--- src/rtl/seven_seg_disp.sv ---
// seven_seg_disp: UART-driven two-digit hex display for a PmodSSD.
// Receives 8N1 bytes, keeps the last valid one, shows it in hex on a
// multiplexed two-digit display and mirrors the low nibble on the LEDs.
module seven_seg_disp #(
    parameter int CLK_FREQ    = 100_000_000,
    parameter int BAUD        = 9600,
    parameter int REFRESH_CNT = 100_000
) (
    input  logic       CLK100MHZ,
    input  logic       ck_rst_n,
    input  logic       uart_rx_of_pmod,
    output logic [3:0] led,
    output logic [3:0] ja,
    output logic [3:0] jb
);

    localparam int CLKS_PER_BIT = CLK_FREQ / BAUD;
    localparam int HALF_BIT     = CLKS_PER_BIT / 2;
    localparam int CW           = $clog2(CLKS_PER_BIT + 1);
    localparam int RW           = $clog2(REFRESH_CNT + 1);

    localparam logic [CW-1:0] BIT_LAST  = CW'(CLKS_PER_BIT - 1);
    localparam logic [CW-1:0] HALF_LAST = CW'(HALF_BIT - 1);
    localparam logic [RW-1:0] REF_LAST  = RW'(REFRESH_CNT - 1);

    typedef enum logic [2:0] {
        S_IDLE,
        S_START,
        S_DATA,
        S_STOP,
        S_BREAK
    } rx_state_t;

    logic            rxMeta, rxSync;
    rx_state_t       state, stateNext;
    logic [CW-1:0]   cnt, cntNext;
    logic [2:0]      bitIdx, bitIdxNext;
    logic [7:0]      shift, shiftNext;
    logic            load;
    logic [7:0]      dataReg, dataNext;
    logic [RW-1:0]   refresh;
    logic            refreshWrap;
    logic            digitSel, digitNext;
    logic [3:0]      nibbleNext;
    logic [6:0]      seg, segNext;

    // Hex digit to segment pattern {g,f,e,d,c,b,a}, active high
    function automatic logic [6:0] hexToSeg(input logic [3:0] n);
        case (n)
            4'h0: hexToSeg = 7'h3F;
            4'h1: hexToSeg = 7'h06;
            4'h2: hexToSeg = 7'h5B;
            4'h3: hexToSeg = 7'h4F;
            4'h4: hexToSeg = 7'h66;
            4'h5: hexToSeg = 7'h6D;
            4'h6: hexToSeg = 7'h7D;
            4'h7: hexToSeg = 7'h07;
            4'h8: hexToSeg = 7'h7F;
            4'h9: hexToSeg = 7'h6F;
            4'hA: hexToSeg = 7'h77;
            4'hB: hexToSeg = 7'h7C;
            4'hC: hexToSeg = 7'h39;
            4'hD: hexToSeg = 7'h5E;
            4'hE: hexToSeg = 7'h79;
            default: hexToSeg = 7'h71;
        endcase
    endfunction

    // Two-flop synchroniser for the asynchronous RX line, idles high
    always_ff @(posedge CLK100MHZ or negedge ck_rst_n) begin
        if (!ck_rst_n) begin
            rxMeta <= 1'b1;
            rxSync <= 1'b1;
        end else begin
            rxMeta <= uart_rx_of_pmod;
            rxSync <= rxMeta;
        end
    end

    // Receiver state, baud counter, bit index and shift register
    always_ff @(posedge CLK100MHZ or negedge ck_rst_n) begin
        if (!ck_rst_n) begin
            state  <= S_IDLE;
            cnt    <= '0;
            bitIdx <= '0;
            shift  <= '0;
        end else begin
            state  <= stateNext;
            cnt    <= cntNext;
            bitIdx <= bitIdxNext;
            shift  <= shiftNext;
        end
    end

    // Receiver next-state logic; a failed stop bit parks in S_BREAK until the line idles
    always_comb begin
        stateNext  = state;
        cntNext    = cnt + CW'(1);
        bitIdxNext = bitIdx;
        shiftNext  = shift;
        load       = 1'b0;
        case (state)
            S_IDLE: begin
                cntNext = '0;
                if (!rxSync) stateNext = S_START;
            end
            S_START: begin
                if (cnt == HALF_LAST) begin
                    cntNext = '0;
                    if (!rxSync) begin
                        stateNext  = S_DATA;
                        bitIdxNext = '0;
                    end else begin
                        stateNext = S_IDLE;
                    end
                end
            end
            S_DATA: begin
                if (cnt == BIT_LAST) begin
                    cntNext   = '0;
                    shiftNext = {rxSync, shift[7:1]};
                    if (bitIdx == 3'd7) stateNext = S_STOP;
                    else                bitIdxNext = bitIdx + 3'd1;
                end
            end
            S_STOP: begin
                if (cnt == BIT_LAST) begin
                    cntNext = '0;
                    if (rxSync) begin
                        load      = 1'b1;
                        stateNext = S_IDLE;
                    end else begin
                        stateNext = S_BREAK;
                    end
                end
            end
            S_BREAK: begin
                cntNext = '0;
                if (rxSync) stateNext = S_IDLE;
            end
            default: begin
                stateNext = S_IDLE;
                cntNext   = '0;
            end
        endcase
    end

    // Next display values; segments are decoded from next data and next digit
    // so that digit select and pattern always change on the same edge
    always_comb begin
        dataNext    = load ? shift : dataReg;
        refreshWrap = (refresh == REF_LAST);
        digitNext   = digitSel ^ refreshWrap;
        nibbleNext  = digitNext ? dataNext[7:4] : dataNext[3:0];
        segNext     = hexToSeg(nibbleNext);
    end

    // Held byte, LED mirror, refresh counter, digit select and segments
    always_ff @(posedge CLK100MHZ or negedge ck_rst_n) begin
        if (!ck_rst_n) begin
            dataReg  <= 8'h00;
            led      <= 4'h0;
            refresh  <= '0;
            digitSel <= 1'b0;
            seg      <= 7'h3F;
        end else begin
            dataReg  <= dataNext;
            led      <= dataNext[3:0];
            refresh  <= refreshWrap ? '0 : refresh + RW'(1);
            digitSel <= digitNext;
            seg      <= segNext;
        end
    end

    assign ja = seg[3:0];
    assign jb = {digitSel, seg[6:4]};

endmodule

--- config.mk ---
export PLATFORM = sky130hd
export DESIGN_NAME = seven_seg_disp
export DESIGN_NICKNAME = d
export VERILOG_FILES = /design/src/rtl/seven_seg_disp.sv
export SDC_FILE = /design/constraint.sdc
export NUM_CORES = 1
export LEC_CHECK = 0
export CORE_ASPECT_RATIO = 1.25
export CORE_MARGIN = 8
export CORE_UTILIZATION = 35
export DETAILED_ROUTE_END_ITERATION = 6
export HOLD_SLACK_MARGIN = 0.05
export SYNTH_ARGS = -nofsm -noshare
export SYNTH_HDL_FRONTEND = slang
export SYNTH_SLANG_ARGS = --single-unit
--- constraint.sdc ---
create_clock -name CLK100MHZ -period 7.6 [get_ports CLK100MHZ]
set_clock_uncertainty 0.2 [all_clocks]
set_input_delay 2.28 -clock CLK100MHZ [delete_from_list [all_inputs] [get_ports CLK100MHZ]]
set_output_delay 2.28 -clock CLK100MHZ [all_outputs]
set_load 0.02 [all_outputs]
### Word level (Yosys, flattened, before mapping)

Memories as Yosys holds them, arrays and structs flattened. A register that Yosys moved wholly into a read port is not among the register bits.
Cells that the tools add are included.

* input bits: 3
* bits in registers: 60
* memories kept: 1
* bits in read-only memories: 112

* add/subtract/negate cells: 3
* reduce and logical (&&, ||, !) cells: 7
* equality and inequality tests: 16
* bitwise logic cells: 1
* mux-type cells: 23

Memories
* (no name shown): words 16, width 7, read ports 1, clocked after memory_dff 1, write ports 0, line 49 `case (n)`

Operators with widths (number)
* $mux 3: 11
* $mux 14: 2
* $pmux 14 s2: 1
* $add 17x1->17 const B: 1
* $eq 17x17->1 const B: 1
* $mux 17: 1
* $ne 2x2->1 const B: 8
* $pmux 3 s5: 1
* $add 14x1->14 const B: 1
* $eq 14x13->1 const B: 1
* $eq 14x14->1 const B: 1
* $mux 8: 1
* $eq 3x2->1 const B: 2
* $eq 3x3->1 const B: 2
* $pmux 3 s2: 1
* $reduce_and 6->1: 1
* $reduce_and 5->1: 1
* $mux 4: 1
* $add 3x1->3 const B: 1
* $eq 3x1->1 const B: 1
* $logic_not 3->1: 1
* $mux 1: 3
* $mux 2: 1
* $reduce_and 2->1: 1
* other kinds (4): 4

### Depth between registers and ports, before layout

Gate-level depths: netlist (run 1).

* word-level depth: 5
* mapped depth: 12
* depth with buffers taken out: 12

### Worst setup path before layout (run 1)

No wires, ideal clock.

* path kind: reg-to-reg
* start point: register cnt[0]
* end point: register seg[3]
* buffers on the path: 0
* setup time: 75 ps
* stages on the path, launching flop included: 12
* arrival time: 3407 ps
* slack: 3918 ps
* cell sequence: dfrtp_1 > ha_1 > or3b_1 > or4_4 > or2_4 > nor3b_4 > mux2_2 > mux2i_2 > inv_2 > ha_1 > mux2_4 > mux2i_1

* longest elaborated chain between the ends: 5

RTL lines
* start: declaration: line 36 `logic [CW-1:0] cnt, cntNext;`
* start signal: assignment: line 89 `cnt <= cntNext;`
* $eq 14x14->1: line 127 `if (cnt == BIT_LAST) begin`
* $mux 1: line 127
* $mux 1: line 102 `case (state)`
* $mux 8: line 151 `dataNext = load ? shift : dataReg;`
* net dataNext[1]: line 40 `logic [7:0] dataReg, dataNext;`
* $mux 4: line 154 `nibbleNext = digitNext ? dataNext[7:4] : dataNext[3:0];`
* end: declaration: line 45 `logic [6:0] seg, segNext;`

The timed path passes the listed nets, and every way through them passes these cells.
A chain may end at the register's enable or synchronous reset.

### Worst setup path in the final report (run 1)

Ends and elaborated chain as after synthesis.

==> metrics.md, run 1 <==
| Metric | Value |
|---|---|
| Status | complete, no violations |
| Max stage delay on crit path | 0.63 ns |
| Total Wirelength | 5350 um |
| # IOs | 15 |
| First-pass GRT wire length | about 9700 um |
| Die height | 123 um |
| Via count | 2075 |
| Final net count | 320 |
| PD cells | ~210 mW/mm2 |
| # diodes | 0 |
| Fin util | 41.5% |
| CTS root buffer | clkbuf_16 |
| Crit path DAT | 4.29 ns |
| Initial Util | 35.5% |
| Async set or reset register ratio after synthesis | 100% |
| Crit Path Category | reg -> reg |
| Worst path bufs/invs | 1 |
| Cell count after synthesis | 291 |
| Layout area overhead | 16.7% |
| Top FF cell, synth | dfrtp_1 |
| Post-synthesis sequential area ratio | 49.2% |
| Area of the multi-input gates | 0.00151 mm2 |
| Post-CTS Resized | 0 |
| CP Data Required Time | 7.65 ns |
| Pin count of the biggest net entering global routing | 64 |
| Crit Path Max Fanout | 14 |
| # hold bufs at CTS | 0 |
| RSZ-0062 raised after global routing | false |
| Synth Area per Inst | 11.1 um2 |
| DRT antenna net count | 0 |
| Clock sinks | 63 |
| Vias in the first global route | ~2.1k |
| Flip-flop and latch area | ~0.0016 mm2 |
| Critical-path top delay cell | nor3b_4 |
| CTS H-tree lvls | 3 |
| CTS tree | yes |
| Router iterations before antenna repair | 4 |
| DR vias/cell | 4.78 |
| Synth Warn # | 0 |
| Number of I/O port buffers | 14 |
| Final min period | 4.24 ns |
| Post-synth cell types | 47 |
| Worst Slack Setup Final | 3.36 ns |
| # Max-Cap Violations | 0 |
| Layout cells sized above 1 | 17.4% |
| Pre-CTS setup slack | roughly 3.3 ns |
| Core Area | around 0.009 mm2 |
| RD Place Congestion | 0.813 |
| Crit path top cell by count | ha_1 |
| Reg clk slew, reported paths | 0.06 ns |
| F_max | 0.236 GHz |
| Worst skew pair latency | 0.33 ns |
| Hpwl dp | 3680 um |
| Initial DRC count | a little over 70 |
| P_leak | 1.73 nW |
| Worst setup EP type | register |
| Commonest non-fill, non-tap cell in the layout | dfrtp_1 |
| Top cell family by delay on the critical path | simple AND/OR/NAND/NOR gates |
| Setup Buffers After CTS | 0 |
| CP startpoint kind | register |
| Most frequent cells in the layout | dfrtp_1 (55), nor2_1 (39), mux2_2 (18) |
| Peak VDD IR | 105 uV |
| Crit-path cells | ha_1 > or3b_1 > or4_4 > or2_4 > nor3b_4 > mux2_2 > mux2i_2 > inv_2 > ha_1 > mux2_4 > mux2i_1 |
| Die Span X | roughly 100 um |
| DIE AREA | 0.0126 mm2 |
| Row Count | 39 |
| Final setup violation count | 0 |
| Slew Limit Fails | 0 |
| Post-synth EDFFs | 0 |
| Routed len/inst | 12.3 um |
| # fillers | 904 |
| Antenna violations before repair | 0 |
| Worst slew pin tran | 0.758 ns |
| TNS Setup | 0 ns |
| GR Overflow Total | 0 |
| Clock Path Buffers | 2 |
| Residual DRC | 0 |
| Syn nets | between 300 and 400 |
| Flops & latches, synth | 63 |
| Hold Crit Class | reg -> reg |
| Mapped cell area | 0.00323 mm2 |
| Num CTS Buffers | 9 |
| Slew HR | 49.5% |
| Final period util | a little under three fifths |
| All-layer global routing usage | 9.63% |
| Fin. Hold Viols | 0 |
## state kept, by name, indices dropped and copies added (netlist names), 3 cells and up
name     flops
shift        8
dataReg      8
state        3
seg          7
cnt         14
bitIdx       3
refresh     17
## report_power, final
part	total, mW	internal [mW]	switching, mW
registers	0.337	0.337	0.000578
clock network	0.431	0.286	0.145
logic	0.00755	0.00127	0.00628
total	0.776	0.624	0.152
## cells in the mapped netlist (2+ instances only)
cell type | n | share of area (%)
a21oi_1 | 6 | 0.93
a22o_1 | 2 | 0.54
a22oi_1 | 3 | 0.70
and3_1 | 4 | 0.78
and3b_1 | 2 | 0.54
and4_1 | 2 | 0.54
buf_4 | 5 | 1.2
buf_6 | 2 | 0.70
clkbuf_1 | 4 | 0.47
dfrtp_1 | 55 | 43
dfstp_2 | 8 | 6.5
ha_1 | 11 | 4.3
inv_1 | 10 | 1.2
inv_2 | 2 | 0.23
mux2_2 | 18 | 6.3
mux2i_1 | 17 | 5.3
mux2i_2 | 2 | 0.85
nand2_1 | 16 | 1.9
nand2b_1 | 2 | 0.39
nand3_1 | 10 | 1.6
nand4_1 | 4 | 0.78
nor2_1 | 39 | 4.5
nor2b_1 | 2 | 0.39
nor3_1 | 7 | 1.1
nor4b_1 | 2 | 0.54
o21ai_0 | 2 | 0.31
or3_1 | 2 | 0.39
or3b_1 | 2 | 0.54
or4bb_1 | 2 | 0.70
xnor2_1 | 16 | 4.3
xor2_1 | 16 | 4.3
## worst reg2reg max path, delay by kind of cell, from the launching register on
| family | cells | cell delay, ns |
|---|---|---|
| muxes | 4 | 1.12 |
| adders and majority gates | 2 | 0.51 |
| buffers and inverters | 1 | 0.11 |
| and+or+nand+nor | 4 | 1.86 |
| DFF | 1 | 0.38 |
## stage by stage
stage | instances | total power [mW] | instance area [um2] | hold slack (ns)
floorplan | 291 | 0.343 | 3230 | 0.145
global placement | 418 | 0.351 | 3450 | 0.148
detailed placement | 418 | 0.351 | 3450 | 0.147
CTS | 434 | 0.786 | 3760 | 0.154
global route | 434 | 0.802 | 3760 | 0.160
finish | 434 | 0.776 | 3760 | 0.154
## layout make-up
class / instances / share of cell area [%]
inverter: 12 / 1.20
timing repair buffer: 16 / 3.99
multi-input combinational: 204 / 40.2
sequential: 63 / 42.2
tap: 123 / 4.09
clock inverter: 6 / 2.26
clock buffer: 10 / 6.08
## kinds of logic (layout without fill, tap and decap cells)
group / Yosys count / in the layout / synth area share (%)
and+or+nand+nor: 105 / 105 / 17.4
adders and majority gates: 11 / 11 / 4.27
AOI/OAI and AO/OA: 18 / 18 / 3.72
muxes: 38 / 38 / 12.9
buffers and inverters: 24 / 44 / 3.88
xor gates and xnor gates: 32 / 32 / 8.69
DFF: 63 / 63 / 49.2
## path summary, 6_finish.rpt
kind / end / slack [ns] / cells past startpoint / start
setup / recovery: seg[3]$_DFF_PN1_ / 3.36 / 11 / cnt[0]$_DFF_PN0_
hold / removal: rxSync$_DFF_PN1_ / 0.15 / 0 / rxMeta$_DFF_PN1_
setup reg to reg: seg[3]$_DFF_PN1_ / 3.36 / 11 / cnt[0]$_DFF_PN0_
hold reg to reg: rxSync$_DFF_PN1_ / 0.15 / 0 / rxMeta$_DFF_PN1_
max in group asynchronous: dataReg[0]$_DFF_PN0_ / 4.78 / 2 / ck_rst_n
min in group asynchronous: refresh[2]$_DFF_PN0_ / 1.91 / 2 / ck_rst_n
## routing by layer
metal / global-route usage [%] / share of wire (%)
met2: 15.7 / 48
met4: 4.42 / 1.6
met1: 11.2 / 46
met3: 3.10 / 3.8
met5: 0 / 0
Power figures use the tool's default switching activity.
==> run 2: changes to the inputs <==
clock period = 3.8 ns   (was 7.6 ns; I/O delays follow)
==> run 2 against run 1 <==
Compared with the run above:
- hold slack better by 0.00055 ns
- non-clock buffer count grew 6
- utilization increased by 0.72 points
- first-iteration DRC count grew 2.8%
- sequential power is 100% higher
- routed wire length is 0.86% higher
- flip-flop and latch count unchanged
- critical path type unchanged
- largest cell class unchanged
==> metrics.md, run 2 (synthesis gave the netlist of run 1 again) <==
| Metric | Value |
|---|---|
| Status | complete, no violations |
| Initial Util | 35.5% (unchanged) |
| # diodes | 0 (unchanged) |
| Worst Slack Setup Final | 0.209 ns (-3.15 ns) |
| Initial DRC count | 73 (+2.8%) |
| Peak VDD IR | 216 uV (+100%) |
| Worst path bufs/invs | 1 (unchanged) |
| PD cells | 410 mW/mm2 (+99%) |
| Final period util | 94.5% (+39 points) |
| Critical-path top delay cell | or4_4 |
| Biggest register | refresh |
| Layout area overhead | 18.7% |
| Num CTS Buffers | 9 (unchanged) |
| Tot Pwr | 1.57 mW (+100%) |
| CTS H-tree lvls | 3 (unchanged) |
| Slew HR | 47.8% (-1.7 points) |
| Largest register FFs | 17 (unchanged) |
| Residual DRC | 0 (unchanged) |
| # placed instances | 424 (+1.4%) |
| Path length in cells of the critical path | 11 (unchanged) |
| Routed len/inst | 12.3 um (-0.52%) |
| Pre-CTS setup slack | 0.158 ns (-3.18 ns) |
| Reg clk slew, reported paths | 0.05 ns (about the same) |
| Row Count | 39 (unchanged) |
| All-layer global routing usage | 9.58% (-0.047 points) |
| Final net count | 326 (+1.9%) |
| DRT antenna net count | 0 (unchanged) |
| F_max | 0.278 GHz (+18%) |
| Worst slew pin tran | 0.783 ns (+0.0250 ns) |
| Worst R2R Path Depth | 11 (unchanged) |
| Commonest non-fill, non-tap cell in the layout | dfrtp_1 |
| # hold bufs at CTS | 0 (unchanged) |
| Hold depth | 0 (unchanged) |
| Clock Path Buffers | 2 (unchanged) |
| Total Wirelength | 5400 um (+0.86%) |
| Non-filler cells, final | 440 (+1.4%) |
| Crit path DAT | 3.64 ns (-0.65 ns) |
| Worst setup EP type | register |
| Final setup violation count | 0 (unchanged) |
| First-pass GRT wire length | 9470 um (-2.0%) |
| CP Data Required Time | 3.85 ns (-3.80 ns) |
| Core Area | 0.00908 mm2 (unchanged) |
| CTS root buffer | clkbuf_16 |
| Worst skew pair latency | 0.32 ns (about the same) |
| Fin. Hold Viols | 0 (unchanged) |
| Router iterations before antenna repair | 5 (+1) |
| Slew Limit Fails | 0 (unchanged) |
| Crit-path cells | ha_1 > or3b_1 > or4_4 > or2_4 > nor3b_4 > mux2_2 > mux2i_4 > inv_2 > ha_1 > mux2_4 > mux2i_1 |
| Via count | 2090 (+0.72%) |
| RD Place Congestion | 0.785 (-3.4%) |
| DR vias/cell | 4.75 (-0.65%) |
| Vias in the first global route | 2076 (-2.7%) |
| CP startpoint kind | register |
| Biggest regs | refresh x17, cnt x14 |
| Layout cells sized above 1 | 18.6% (+1.2 points) |
| P_leak | 1.77 nW (+2.5%) |
| Clock sinks | 63 (unchanged) |
| CTS tree | yes |
| Crit Path Max Fanout | 5 (-9) |
| Max stage delay on crit path | 0.57 ns (-0.06 ns) |
| # IOs | 15 (unchanged) |
| Crit Path Category | reg -> reg |
| Pin count of the biggest net entering global routing | 64 (unchanged) |
| Most frequent cells in the layout | dfrtp_1 (55), nor2_1 (39), mux2_2 (18) |
| GR Overflow Total | 0 (unchanged) |
| Die Span X | 102 um (unchanged) |
| Die height | 123 um (unchanged) |
| Final min period | 3.59 ns (-0.646 ns) |
| Number of I/O port buffers | 14 (unchanged) |
| Hpwl dp | 3730 um (+1.2%) |
| DIE AREA | 0.0126 mm2 (unchanged) |
| Crit path top cell by count | ha_1 |
| Top cell family by delay on the critical path | simple AND/OR/NAND/NOR gates |
| Antenna violations before repair | 0 (unchanged) |
| Hold Crit Class | reg -> reg |
| # Max-Cap Violations | 0 (unchanged) |
| # fillers | 876 (-3.1%) |
-- run 2: changes by cell type in the layout (fill, tap and decap cells not counted), sizes merged --
cell,before,now
clkinv,2,1
clkbuf,10,13
clkinvlp,2,0
buf,3,9
-- run 2: path summary, 6_finish.rpt --
| path | slack, ns | startpoint | end |
|---|---|---|---|
| max in group asynchronous | 2.10 | ck_rst_n | state[0]$_DFFE_PN0P_ |
| min | 0.15 | rxMeta$_DFF_PN1_ | rxSync$_DFF_PN1_ |
| max reg2reg | 0.21 | cnt[0]$_DFF_PN0_ | seg[3]$_DFF_PN1_ |
| max | 0.21 | cnt[0]$_DFF_PN0_ | seg[3]$_DFF_PN1_ |
| min reg2reg | 0.15 | rxMeta$_DFF_PN1_ | rxSync$_DFF_PN1_ |
| min in group asynchronous | 0.77 | ck_rst_n | refresh[8]$_DFF_PN0_ |
-- run 2: timing repair --
item | 4_1_cts | 5_1_grt
setup buffers | 0 | 0
resized for setup | 0 | 1
endpoints found under the hold margin | 0 | 0
setup endpoints to repair | 0 | 2
-- run 2: worst register-to-register path: stages, from the launching register on --
cell and delay, ns:
dfrtp_1 0.38, ha_1 0.18, or3b_1 0.37, or4_4 0.57, or2_4 0.27, nor3b_4 0.27
mux2_2 0.41, mux2i_4 0.18, inv_2 0.09, ha_1 0.23, mux2_4 0.26, mux2i_1 0.13
-- run 2: power by group --
| group | switching, mW | internal [mW] |
|---|---|---|
| sequential | 0.00111 | 0.674 |
| clock | 0.272 | 0.608 |
| combinational | 0.0128 | 0.00254 |
| total | 0.286 | 1.29 |
-- run 2: stage by stage --
stage          setup TNS, ns  instance area (um2)  hold WS [ns]  utilization [%]
2_1_floorplan              0                 3230         0.145                -
3_3_place_gp               0                 3490         0.147             38.5
3_5_place_dp               0                 3490         0.147             38.5
4_1_cts                    0                 3820         0.155             42.1
5_1_grt             -0.00258                 3830         0.160             42.2
6_report                   0                 3830         0.155             42.2
-- run 2: routing by layer --
metal	vias up	share of wire, %	routed length [um]	GRT usage [%]
li1	1040	-	-	-
met1	1017	47	2540	11.6
met4	0	1.8	99	5.06
met5	-	0	0	0
met2	24	47	2550	14.9
met3	9	3.9	213	3.15
-- run 2: cell type report --
class / instances / area (um2) / share of cell area (%)
clock buffers: 13 / 260 / 6.80
clock inverters: 3 / 65.1 / 1.70
inverters: 12 / 45.0 / 1.18
multi-input cells: 204 / 1520 / 39.8
flip-flops and latches: 63 / 1590 / 41.4
well taps: 123 / 154 / 4.02
repair buffers: 22 / 195 / 5.10
